`src/rtl/hazard_ctrl_pkg.sv`:
```
// Shared processor definitions used by the hazard controller.
// State codes, the XZR register number and the hazard detect helper.
package hazard_ctrl_pkg;

    localparam logic [4:0] XZR = 5'd31;

    localparam logic [1:0] ST_RUN = 2'd0;
    localparam logic [1:0] ST_LU  = 2'd1;
    localparam logic [1:0] ST_BR  = 2'd2;
    localparam logic [1:0] ST_FRZ = 2'd3;

    typedef enum logic [1:0] {
        S_RUN = 2'd0,
        S_LU  = 2'd1,
        S_BR  = 2'd2,
        S_FRZ = 2'd3
    } hz_state_e;

    typedef struct packed {
        logic stall_f;
        logic stall_d;
        logic flush_d;
        logic flush_e;
        logic flush_m;
        logic freeze;
    } hz_ctrl_t;

    // A load in EX whose destination feeds the instruction in decode.
    // XZR reads as zero, so it can never carry a dependency.
    function automatic logic lu_detect(
        input logic [4:0] ra1,
        input logic [4:0] ra2,
        input logic [4:0] wa3,
        input logic       mem_read,
        input logic       reg_write
    );
        lu_detect = mem_read & reg_write & (wa3 != XZR) &
                    ((wa3 == ra1) | (wa3 == ra2));
    endfunction

endpackage

```
`src/rtl/hazard_ctrl_sat.sv`:
```
// Saturating up-counter with synchronous reset and clear.
// Holds at MAX instead of wrapping.
module sat_counter #(
    parameter int           W   = 32,
    parameter logic [W-1:0] MAX = {W{1'b1}}
) (
    input  logic         clk,
    input  logic         reset,
    input  logic         clear,
    input  logic         inc,
    output logic [W-1:0] count
);

    // Count up on inc, stop at MAX, zero on reset or clear.
    always_ff @(posedge clk) begin
        if (reset || clear)
            count <= '0;
        else if (inc && (count < MAX))
            count <= count + 1'b1;
    end

endmodule

```
`src/rtl/hazard_ctrl.sv`:
```
// Pipeline hazard controller: load-use stall, branch flush, memory freeze.
// Control outputs are combinational; state and counters are registered.
module hazard_ctrl
    import hazard_ctrl_pkg::*;
#(
    parameter int CW         = 32,
    parameter int MAX_FREEZE = 16
) (
    input  logic          clk,
    input  logic          reset,
    input  logic [4:0]    ra1_D,
    input  logic [4:0]    ra2_D,
    input  logic [4:0]    wa3_E,
    input  logic          memRead_E,
    input  logic          regWrite_E,
    input  logic          pcSrc_M,
    input  logic          dmem_busy_M,
    output logic          stall_F,
    output logic          stall_D,
    output logic          flush_D,
    output logic          flush_E,
    output logic          flush_M,
    output logic          freeze,
    output logic [1:0]    state,
    output logic [CW-1:0] stall_count,
    output logic [CW-1:0] flush_count,
    output logic          timeout
);

    localparam int FW = $clog2(MAX_FREEZE + 1);
    localparam logic [FW-1:0] RUN_MAX  = FW'(MAX_FREEZE);
    localparam logic [FW-1:0] RUN_LAST = FW'(MAX_FREEZE - 1);

    logic          lu_hazard;
    hz_ctrl_t      ctl;
    logic [1:0]    state_nxt;
    logic [FW-1:0] freeze_run;

    assign lu_hazard = lu_detect(ra1_D, ra2_D, wa3_E,
                                 memRead_E, regWrite_E);

    // Hazard resolution in priority order: freeze, branch, load-use.
    always_comb begin
        ctl = '0;
        if (dmem_busy_M) begin
            ctl.freeze  = 1'b1;
            ctl.stall_f = 1'b1;
            ctl.stall_d = 1'b1;
        end else if (pcSrc_M) begin
            ctl.flush_d = 1'b1;
            ctl.flush_e = 1'b1;
            ctl.flush_m = 1'b1;
        end else if (lu_hazard) begin
            ctl.stall_f = 1'b1;
            ctl.stall_d = 1'b1;
            ctl.flush_e = 1'b1;
        end
    end

    assign stall_F = ctl.stall_f;
    assign stall_D = ctl.stall_d;
    assign flush_D = ctl.flush_d;
    assign flush_E = ctl.flush_e;
    assign flush_M = ctl.flush_m;
    assign freeze  = ctl.freeze;

    // Next state records which condition is being acted on this cycle.
    always_comb begin
        state_nxt = ST_RUN;
        if (dmem_busy_M)
            state_nxt = ST_FRZ;
        else if (pcSrc_M)
            state_nxt = ST_BR;
        else if (lu_hazard)
            state_nxt = ST_LU;
    end

    // State register, back to RUN on reset.
    always_ff @(posedge clk) begin
        if (reset)
            state <= ST_RUN;
        else
            state <= state_nxt;
    end

    sat_counter #(
        .W   (CW),
        .MAX ({CW{1'b1}})
    ) u_stall_cnt (
        .clk   (clk),
        .reset (reset),
        .clear (1'b0),
        .inc   (ctl.stall_d & ~ctl.freeze),
        .count (stall_count)
    );

    sat_counter #(
        .W   (CW),
        .MAX ({CW{1'b1}})
    ) u_flush_cnt (
        .clk   (clk),
        .reset (reset),
        .clear (1'b0),
        .inc   (ctl.flush_d),
        .count (flush_count)
    );

    sat_counter #(
        .W   (FW),
        .MAX (RUN_MAX)
    ) u_freeze_run (
        .clk   (clk),
        .reset (reset),
        .clear (~dmem_busy_M),
        .inc   (dmem_busy_M),
        .count (freeze_run)
    );

    // Sticky flag: set on the busy cycle that brings the run to MAX_FREEZE.
    always_ff @(posedge clk) begin
        if (reset)
            timeout <= 1'b0;
        else if (dmem_busy_M && (freeze_run >= RUN_LAST))
            timeout <= 1'b1;
    end

endmodule

```
`config.mk`:
```
export PLATFORM = sky130hd
export DESIGN_NAME = hazard_ctrl
export DESIGN_NICKNAME = d
export VERILOG_FILES = /design/src/rtl/hazard_ctrl_pkg.sv /design/src/rtl/hazard_ctrl_sat.sv /design/src/rtl/hazard_ctrl.sv
export SDC_FILE = /design/constraint.sdc
export NUM_CORES = 1
export LEC_CHECK = 0
export ABC_AREA = 1
export CAP_MARGIN = 0
export CORE_MARGIN = 5
export CORE_UTILIZATION = 55
export DETAILED_ROUTE_END_ITERATION = 10
export PLACE_DENSITY = 0.86
export SLEW_MARGIN = 10
export SYNTH_ARGS = -nofsm -noshare
export SYNTH_HDL_FRONTEND = slang
export SYNTH_SLANG_ARGS = --single-unit
```
`constraint.sdc`:
```
create_clock -name clk -period 2.8 [get_ports clk]
set_input_delay 0.42 -clock clk [delete_from_list [all_inputs] [get_ports clk]]
set_output_delay 0.42 -clock clk [all_outputs]
set_load 0.1 [all_outputs]
```
## Word level (Yosys, flattened, before mapping)

Cells that the tools add are included.

| storage, ports and cells | value |
|---|---|
| RAM bits | 0 |
| latch bits | 0 |
| memories | 0 |
| word-level logic and storage cells | 38 |
| flip-flop bits (word level) | 72 |
| bits in read-only memories | 0 |
| input port bits | 21 |

| operators by class | value |
|---|---|
| muxes and demuxes | 11 |
| reduce and logical (&&, ||, !) cells | 5 |
| bitwise gates (word level) | 7 |
| $lt $le $gt $ge | 4 |
| add/sub/neg operators | 3 |
| multipliers | 0 |
| div/mod/pow operators | 0 |
| equality and inequality tests | 3 |
| shifts and indexed selects | 0 |

Operator list:

| cell | number |
|---|---|
| adder 32 x 1 -> 32 bit, second input constant | 2 |
| < comparator 32 bit, second input constant | 2 |
| equality test 5 bit | 2 |
| 2-to-1 mux 2 bit | 5 |
| adder 5 x 1 -> 5 bit, second input constant | 1 |
| greater-or-equal comparator 5 x 4 -> 1 bit, second input constant | 1 |
| < comparator 5 bit, second input constant | 1 |
| 2-to-1 mux 1 bit | 5 |
| != test 5 bit, second input constant | 1 |
| AND 1 bit | 4 |
| logical AND 1 bit | 4 |
| 2-to-1 mux 3 bit | 1 |
| inverter 1 bit | 2 |
| logical OR 1 bit | 1 |
| bitwise OR 1 bit | 1 |

## Logic depth before layout (Yosys ltp)

Gate-level depths: netlist of run 1.

| logic depth | value |
|---|---|
| word-level depth | 8 |
| gate-level depth with buffers | 12 |

## Hierarchy

Synthesis of run 1 repeated with hierarchy kept, for this count alone.

| second synthesis, totals | value |
|---|---|
| cell total of the unflattened synthesis | 717 |
| area total of the unflattened synthesis | 4505.6 um^2 |

Modules (own cells, without submodules):

| module | instances | area each (um^2) | sequential area each (um^2) | cells each |
|---|---|---|---|---|
| sat_counter (u_flush_cnt ...) | 2 | 1943.1 | 640.6 | 307 |
| hazard_ctrl | 1 | 366.6 | 60.1 | 72 |
| sat_counter (u_freeze_run) | 1 | 252.7 | 100.1 | 31 |

## Worst setup path before layout of run 1

OpenSTA, ideal clock, no wires.

| path | value |
|---|---|
| path kind | input-to-reg |
| from | in pcSrc_M |
| to | reg u_flush_cnt.count[17] |
| slack | -0.036 ns |
| data arrival time | 2.709 ns |
| stages on the path | 7 |
| path buffers | 1 |
| cells stage by stage | inv_1 -> nor2_1 -> a21boi_2 -> clkbuf_1 -> nand3_1 -> nand2_1 -> nor2_1 |

| on the way | value |
|---|---|
| word-level cells in the longest chain between the ends | 3 |

RTL lines:

| element | line | RTL |
|---|---|---|
| start: declaration | hazard_ctrl.sv:16 | `input logic pcSrc_M,` |
| 2-to-1 mux 1 bit | hazard_ctrl.sv:49 | `end else if (pcSrc_M) begin` |
| 2-to-1 mux 3 bit | hazard_ctrl.sv:45 | `if (dmem_busy_M) begin` |
| named net flush_D | hazard_ctrl.sv:20 | `output logic flush_D,` |
| logical AND 1 bit | hazard_ctrl_sat.sv:18 | `else if (inc && (count < MAX))` |
| end signal: assignment | hazard_ctrl_sat.sv:19 | `count <= count + 1'b1;` |
| end: declaration | hazard_ctrl_sat.sv:11 | `output logic [W-1:0] count` |

The timed path passes the listed nets, and every way through them passes these cells.
A chain may end at the register's enable or synchronous reset.

## Worst setup path after layout of run 1

| path | value |
|---|---|
| from | in wa3_E[1] |
| to | out stall_F |

| on the way | value |
|---|---|
| word-level cells in the longest chain between the ends | 6 |
| elaborated cells on any way between the ends | 9 |

RTL lines:

| element | line | RTL |
|---|---|---|
| start: declaration | hazard_ctrl.sv:13 | `input logic [4:0] wa3_E,` |
| != test 5 bit / equality test 5 bit (equally long branches) | hazard_ctrl_pkg.sv:37, hazard_ctrl_pkg.sv:38 |  |
| AND 1 bit / bitwise OR 1 bit (equally long branches) | hazard_ctrl_pkg.sv:37, hazard_ctrl_pkg.sv:38 |  |
| AND 1 bit (*) | hazard_ctrl_pkg.sv:37 | `lu_detect = mem_read & reg_write & (wa3 != XZR) &` |
| 2-to-1 mux 2 bit (*) | hazard_ctrl.sv:53 | `end else if (lu_hazard) begin` |
| 2-to-1 mux 2 bit (*) | hazard_ctrl.sv:49 |  |
| 2-to-1 mux 2 bit (*) | hazard_ctrl.sv:45 |  |
| end: declaration | hazard_ctrl.sv:18 | `output logic stall_F,` |

Every way passes the cells marked *; elsewhere a longest branch is shown, timed or not.

==> impl_metrics.toml, run 1 <==
[outcome]
status = "finished clean"

[worst_setup_path]
critPathSlowestCell = "clkdlybuf4s50_1"
path_cells = "clkdlybuf4s50_1 > inv_2 > nand2_1 > nand2_1 > nor2_1 > nand3_1 > nand2_2 > nand3_1 > nand2_1 > buf_12"
required_ns = 2.38
path_delay_family = "buffers and inverters"
timing.critical_path.buf_inv = 3
crit_arrival_ns = 2.02
critPathMaxFanout = 4
worstSetupPathType = "in -> out"
cpPeakStageDelay_ns = 0.55
critPathCaptureType = "output pin"
startpoint_type = "primary input"
crit_path_frequent_cell = "nand2_1"
rrSetupSlack_ns = 0.51

[pwr]
p_comb_frac = 0.093
finalPower_mw = 2.151
switchingPower_uw = 558.8
ir_drop_mv = 0.2129
power.share.clock = 0.427
power_frac_seq = 0.480
powerDensity_nw_per_um2 = 387.4
swShare = 0.2598
p_leak_nw = 2.200
internal_power_mw = 1.593

[clock_network]
root_buffer = "clkbuf_8"
cts_htree_levels = 3
cts_buffers = 9
ctsResizeCount = 0
clk_pin_slew_ns = 0.07
clk_path_buf_depth = 2
numClockSinks = 72
cts_hold_buf = 0
clock_latency_ns = 0.35
cts_setup_buffers = 0
cts_tree = "built"

[route]
drt-initial-drc-count = 247
vias = 4814
firstDrtPassIters = 5
drt-vias-per-instance = 5.199
drc = 0
wl_um = 12270
final_antenna_net_count = 0
drt-wirelength-per-cell_um = 13.25

[sta]
period_share = 0.8698
setup-tns-final_ns = 0
whs_ns = 0.4491
finClkSkew_ns = 0.01046
period_minus_slack_ns = 2.436
setup_viol = 0
worstMarginPinSlew_ns = 0.7932
hold_violations = 0
maxSlewViolCount = 0
fmax_mhz = 410.6
relSlewSlack = 0.4700
grt_setup_unrepaired = "false"

[global_routing]
use_met2 = 0.4278
busiest_layer = "met2"
grt.overflow.total = 0
grt_usage = 0.2522
met1_usage = 0.3308
use_met3 = 0.03322
grt_max_degree = 52
antenna_found_initial = 0
grt_pass1_vias = 4543
grt_pass1_wl_um = 21060

[yosys]
synth-async-reset-ratio = 0
synth_area_um2 = 4514
syn_inst = 730
synthFlopType = "dfxtp_1"
yosysWarnings = 0
synth_edf_count = 0
synth_seq_area_share = 0.3193
avgSynthCellArea_um2 = 6.184
synth_seq_cells = 72
syn_nets = 755
synth_cell_types = 32

[die]
die_h_um = 100.6
num_io_pins = 94
die_w_um = 100.6
core_area_um2 = 8093
rows = 33
dieArea_um2 = 10120
initial_core_util = 0.5578

[hold_path]
hold_path.class = "reg -> reg"

[placement]
placed_cells = 910
port_buffers = 93
gp_congestion = 0.9254
hpwl_um = 9516

[run]
drv_cap = 0

[cells_and_area]
final_cell_mix = "nand2_1 (262), nor2_1 (110), buf_4 (73)"
diodes = 0
area_growth_pct = 23.00
nets = 841
drive_above_1_share = 0.1498
fin_cells = 926
final_common_cell = "nand2_1"
-- per-layer routing --
| layer | vias to the layer above | wire length [um] | part of all wire |
|---|---|---|---|
| li1 | 2471 | - | - |
| met1 | 2175 | 5483 | 0.45 |
| met4 | 0 | 183 | 0.015 |
| met3 | 17 | 654 | 0.053 |
| met2 | 151 | 5946 | 0.48 |
| met5 | - | 0 | 0 |
-- synth_stat cells, types with 6 or more instances --
| master | n | area, um2 |
|---|---|---|
| a21oi_1 | 48 | 240.2 |
| o21ai_0 | 15 | 75.07 |
| dfxtp_1 | 72 | 1441 |
| nand2_1 | 262 | 983.4 |
| nand4_1 | 6 | 37.54 |
| nor2_1 | 111 | 416.7 |
| nand3b_1 | 9 | 67.56 |
| clkbuf_1 | 10 | 37.54 |
| xnor2_1 | 11 | 96.34 |
| a21oi_2 | 10 | 87.58 |
| nor3_1 | 29 | 145.1 |
| inv_1 | 57 | 214.0 |
| xor2_1 | 23 | 201.4 |
| nand3_1 | 23 | 115.1 |
-- cell type report --
type                       count  area (um2)
multi-input combinational    573        2700
fill                         731        2540
sequential                    72        1441
timing repair buffer          97       823.3
inverter                      63       236.5
tap                          105       131.4
clock buffer                   9       123.9
clock inverter                 7       96.34
-- power groups by stage --
stage / Clock, mW / Combinational (mW) / Sequential, mW
finish: 0.918 / 0.201 / 1.03
global route: 0.979 / 0.214 / 1.03
CTS: 0.939 / 0.202 / 1.03
detailed placement: 0 / 0.202 / 1.06
global placement: 0 / 0.196 / 1.06
floorplan: 0 / 0.104 / 1.08
-- flip-flops by register name (all words and copies together), names as in the netlist --
name / flops
u_flush_cnt.count: 32
u_stall_cnt.count: 32
u_freeze_run.count: 5
state: 2
timeout: 1
-- stage by stage --
step / utilization / area (um2) / setup slack (ns)
3_3_place_gp: 0.6589 / 5333 / 0.3326
6_report: 0.6861 / 5553 / 0.3645
4_1_cts: 0.6861 / 5553 / 0.3835
3_5_place_dp: 0.6589 / 5333 / 0.2260
2_1_floorplan: - / 4517 / 0.04634
5_1_grt: 0.6861 / 5553 / 0.2284
-- logic make-up after synthesis --
kind of cell	after synthesis	share of synthesized area
AO/OA/AOI/OAI	76	0.09507
XOR/XNOR	34	0.06596
adder cells (fa/ha/maj)	4	0.01109
buffers and inverters	85	0.08315
flip-flops	72	0.3193
AND/OR/NAND/NOR	459	0.4254
-- path summary, 6_finish.rpt --
check                             start                     to  depth (start not counted)
setup / recovery               wa3_E[1]                stall_F                         10
hold / removal    u_freeze_run.count[3]  u_freeze_run.count[3]                          1
setup reg to reg   u_stall_cnt.count[0]  u_stall_cnt.count[25]                          9
hold reg to reg   u_freeze_run.count[3]  u_freeze_run.count[3]                          1
No activity file was read; power rests on OpenSTA's default activity.
==> run 2: changes to the inputs <==
Settings changed: CTS_CLUSTER_SIZE set to 25.
==> results of run 2 <==
The final DEF is identical to that of run 1; final timing and power are the same.
==> run 3: changes to the inputs <==
Settings changed: CORE_MARGIN 5 to 2.
Clock period 2.8 ns to 2.84 ns, I/O delays scaled along.
==> run 3 against run 2 <==
Net effect:
- routed wire length rose by 1.1%
- critical path depth did not move
- setup slack improved by 0.064 ns
- utilization fell by 0.34 points
- cell count fell by 0.11%
- clock skew barely moved
- die area fell by 12%
- via count rose by 1.7%
- non-clock buffer count did not move
- sequential power barely moved
- register-to-register slack improved by 0.12 ns
- power fell by 4.2%
- critical endpoint is now flush_E
- largest power group unchanged
==> impl_metrics.toml, run 3 (synthesis gave the netlist of run 1 again) <==
[clock_network]
clock_latency_ns = 0.34
clk_pin_slew_ns = 0.07
cts_tree = "built"
ctsResizeCount = 0
cts_buffers = 9
cts_setup_buffers = 0
root_buffer = "clkbuf_8"
numClockSinks = 72
cts_hold_buf = 0
clk_path_buf_depth = 2
cts_htree_levels = 3

[route]
top_layer = "met4"
drt-initial-drc-count = 291
dr_wl_met3_um = 769
drt-vias-per-instance = 5.294
drt-wirelength-per-cell_um = 13.40
route.met2.wl_um = 6078
vias = 4897
drc = 0
firstDrtPassIters = 5
wl_um = 12400
final_antenna_net_count = 0
wl_met1_um = 5367

[run]
drv_cap = 0

[cells_and_area]
nets = 841
area_growth_pct = 22.39
fillers = 745
drive_above_1_share = 0.1488
top_regs = "u_flush_cnt.count: 32 flops, u_stall_cnt.count: 32 flops, u_freeze_run.count: 5 flops"
fin_cells = 925
diodes = 0
postLayoutCoreUtil = 0.6827
final_common_cell = "nand2_1"
final_cell_mix = "nand2_1 (262), nor2_1 (110), buf_4 (74)"

[sta]
hold_violations = 0
fmax_mhz = 414.6
maxSlewViolCount = 0
worstMarginPinSlew_ns = 0.7946
setup-tns-final_ns = 0
whs_ns = 0.4490
setup_viol = 0
finClkSkew_ns = 0.01035
relSlewSlack = 0.4690
period_share = 0.8493
grt_setup_unrepaired = "false"
period_minus_slack_ns = 2.412

[worst_setup_path]
worstSetupPathType = "in -> out"
critPathCaptureType = "output pin"
required_ns = 2.41
crit_arrival_ns = 1.99
startpoint_type = "primary input"
critPathMaxFanout = 4

[die]
dieArea_um2 = 8948
core_area_um2 = 8093
rows = 33
num_io_pins = 94
initial_core_util = 0.5578
die_h_um = 94.60
die_w_um = 94.60

[hold_path]
hold_path.class = "reg -> reg"

[placement]
gp_congestion = 0.9255
placed_cells = 910
port_buffers = 93
hpwl_um = 9384

[pwr]
p_leak_nw = 2.201
ir_drop_mv = 0.2234
finalPower_mw = 2.061
powerDensity_nw_per_um2 = 373.1

[global_routing]
grt_pass1_vias = 4406
grt_max_degree = 34
antenna_found_initial = 0
grt_usage = 0.2797
grt_pass1_wl_um = 20070
grt.overflow.total = 0

[outcome]
status = "finished clean"
## run 3: cell count changes in the layout (fill, tap and decap cells not counted), sizes merged
cell,before,now
clkbuf,9,12
clkinvlp,3,0
bufinv,2,1
## run 3: layout make-up
cell class | count | area, um2 | area share
Timing Repair Buffer | 97 | 810.8 | 0.1467
Clock buffer | 12 | 165.2 | 0.02989
Tap cell | 105 | 131.4 | 0.02378
Multi-Input combinational cell | 573 | 2700 | 0.4887
Clock inverter | 3 | 40.04 | 0.007246
Sequential cell | 72 | 1441 | 0.2609
Inverter | 63 | 236.5 | 0.04280
## run 3: layer usage
metal  global-route usage  vias up
met4              0.08937        0
met5                    0        -
met2               0.4899      167
met1               0.3530     2229
li1                     -     2478
met3              0.04230       23
## run 3: metrics by stage
step | instance area [um2] | setup WS, ns
finish | 5525 | 0.4280
global route | 5525 | 0.3262
CTS | 5525 | 0.4337
detailed placement | 5320 | 0.2602
global placement | 5320 | 0.3666
floorplan | 4517 | 0.07434
## run 3: critical path, cell delays in order
cell and delay (ns):
clkdlybuf4s50_1 0.54, inv_2 0.05, nand2_1 0.06, nand2_1 0.05, nor2_1 0.11, nand3_1 0.10
nand2_2 0.12, nand2_1 0.07, a21oi_1 0.24, buf_12 0.21
## run 3: worst paths after layout
check | from | endpoint | slack (ns) | depth (start not counted)
hold / removal | u_freeze_run.count[3] | u_freeze_run.count[3] | 0.45 | 1
setup reg to reg | u_stall_cnt.count[1] | u_stall_cnt.count[19] | 0.63 | 9
setup / recovery | wa3_E[1] | flush_E | 0.43 | 10
hold reg to reg | u_freeze_run.count[3] | u_freeze_run.count[3] | 0.45 | 1
## run 3: where the power goes
part,total (mW),switching (mW),leakage (nW),internal [mW]
clock network,0.848,0.377,0.108,0.471
logic,0.195,0.135,1.51,0.0606
registers,1.02,0.00432,0.581,1.01
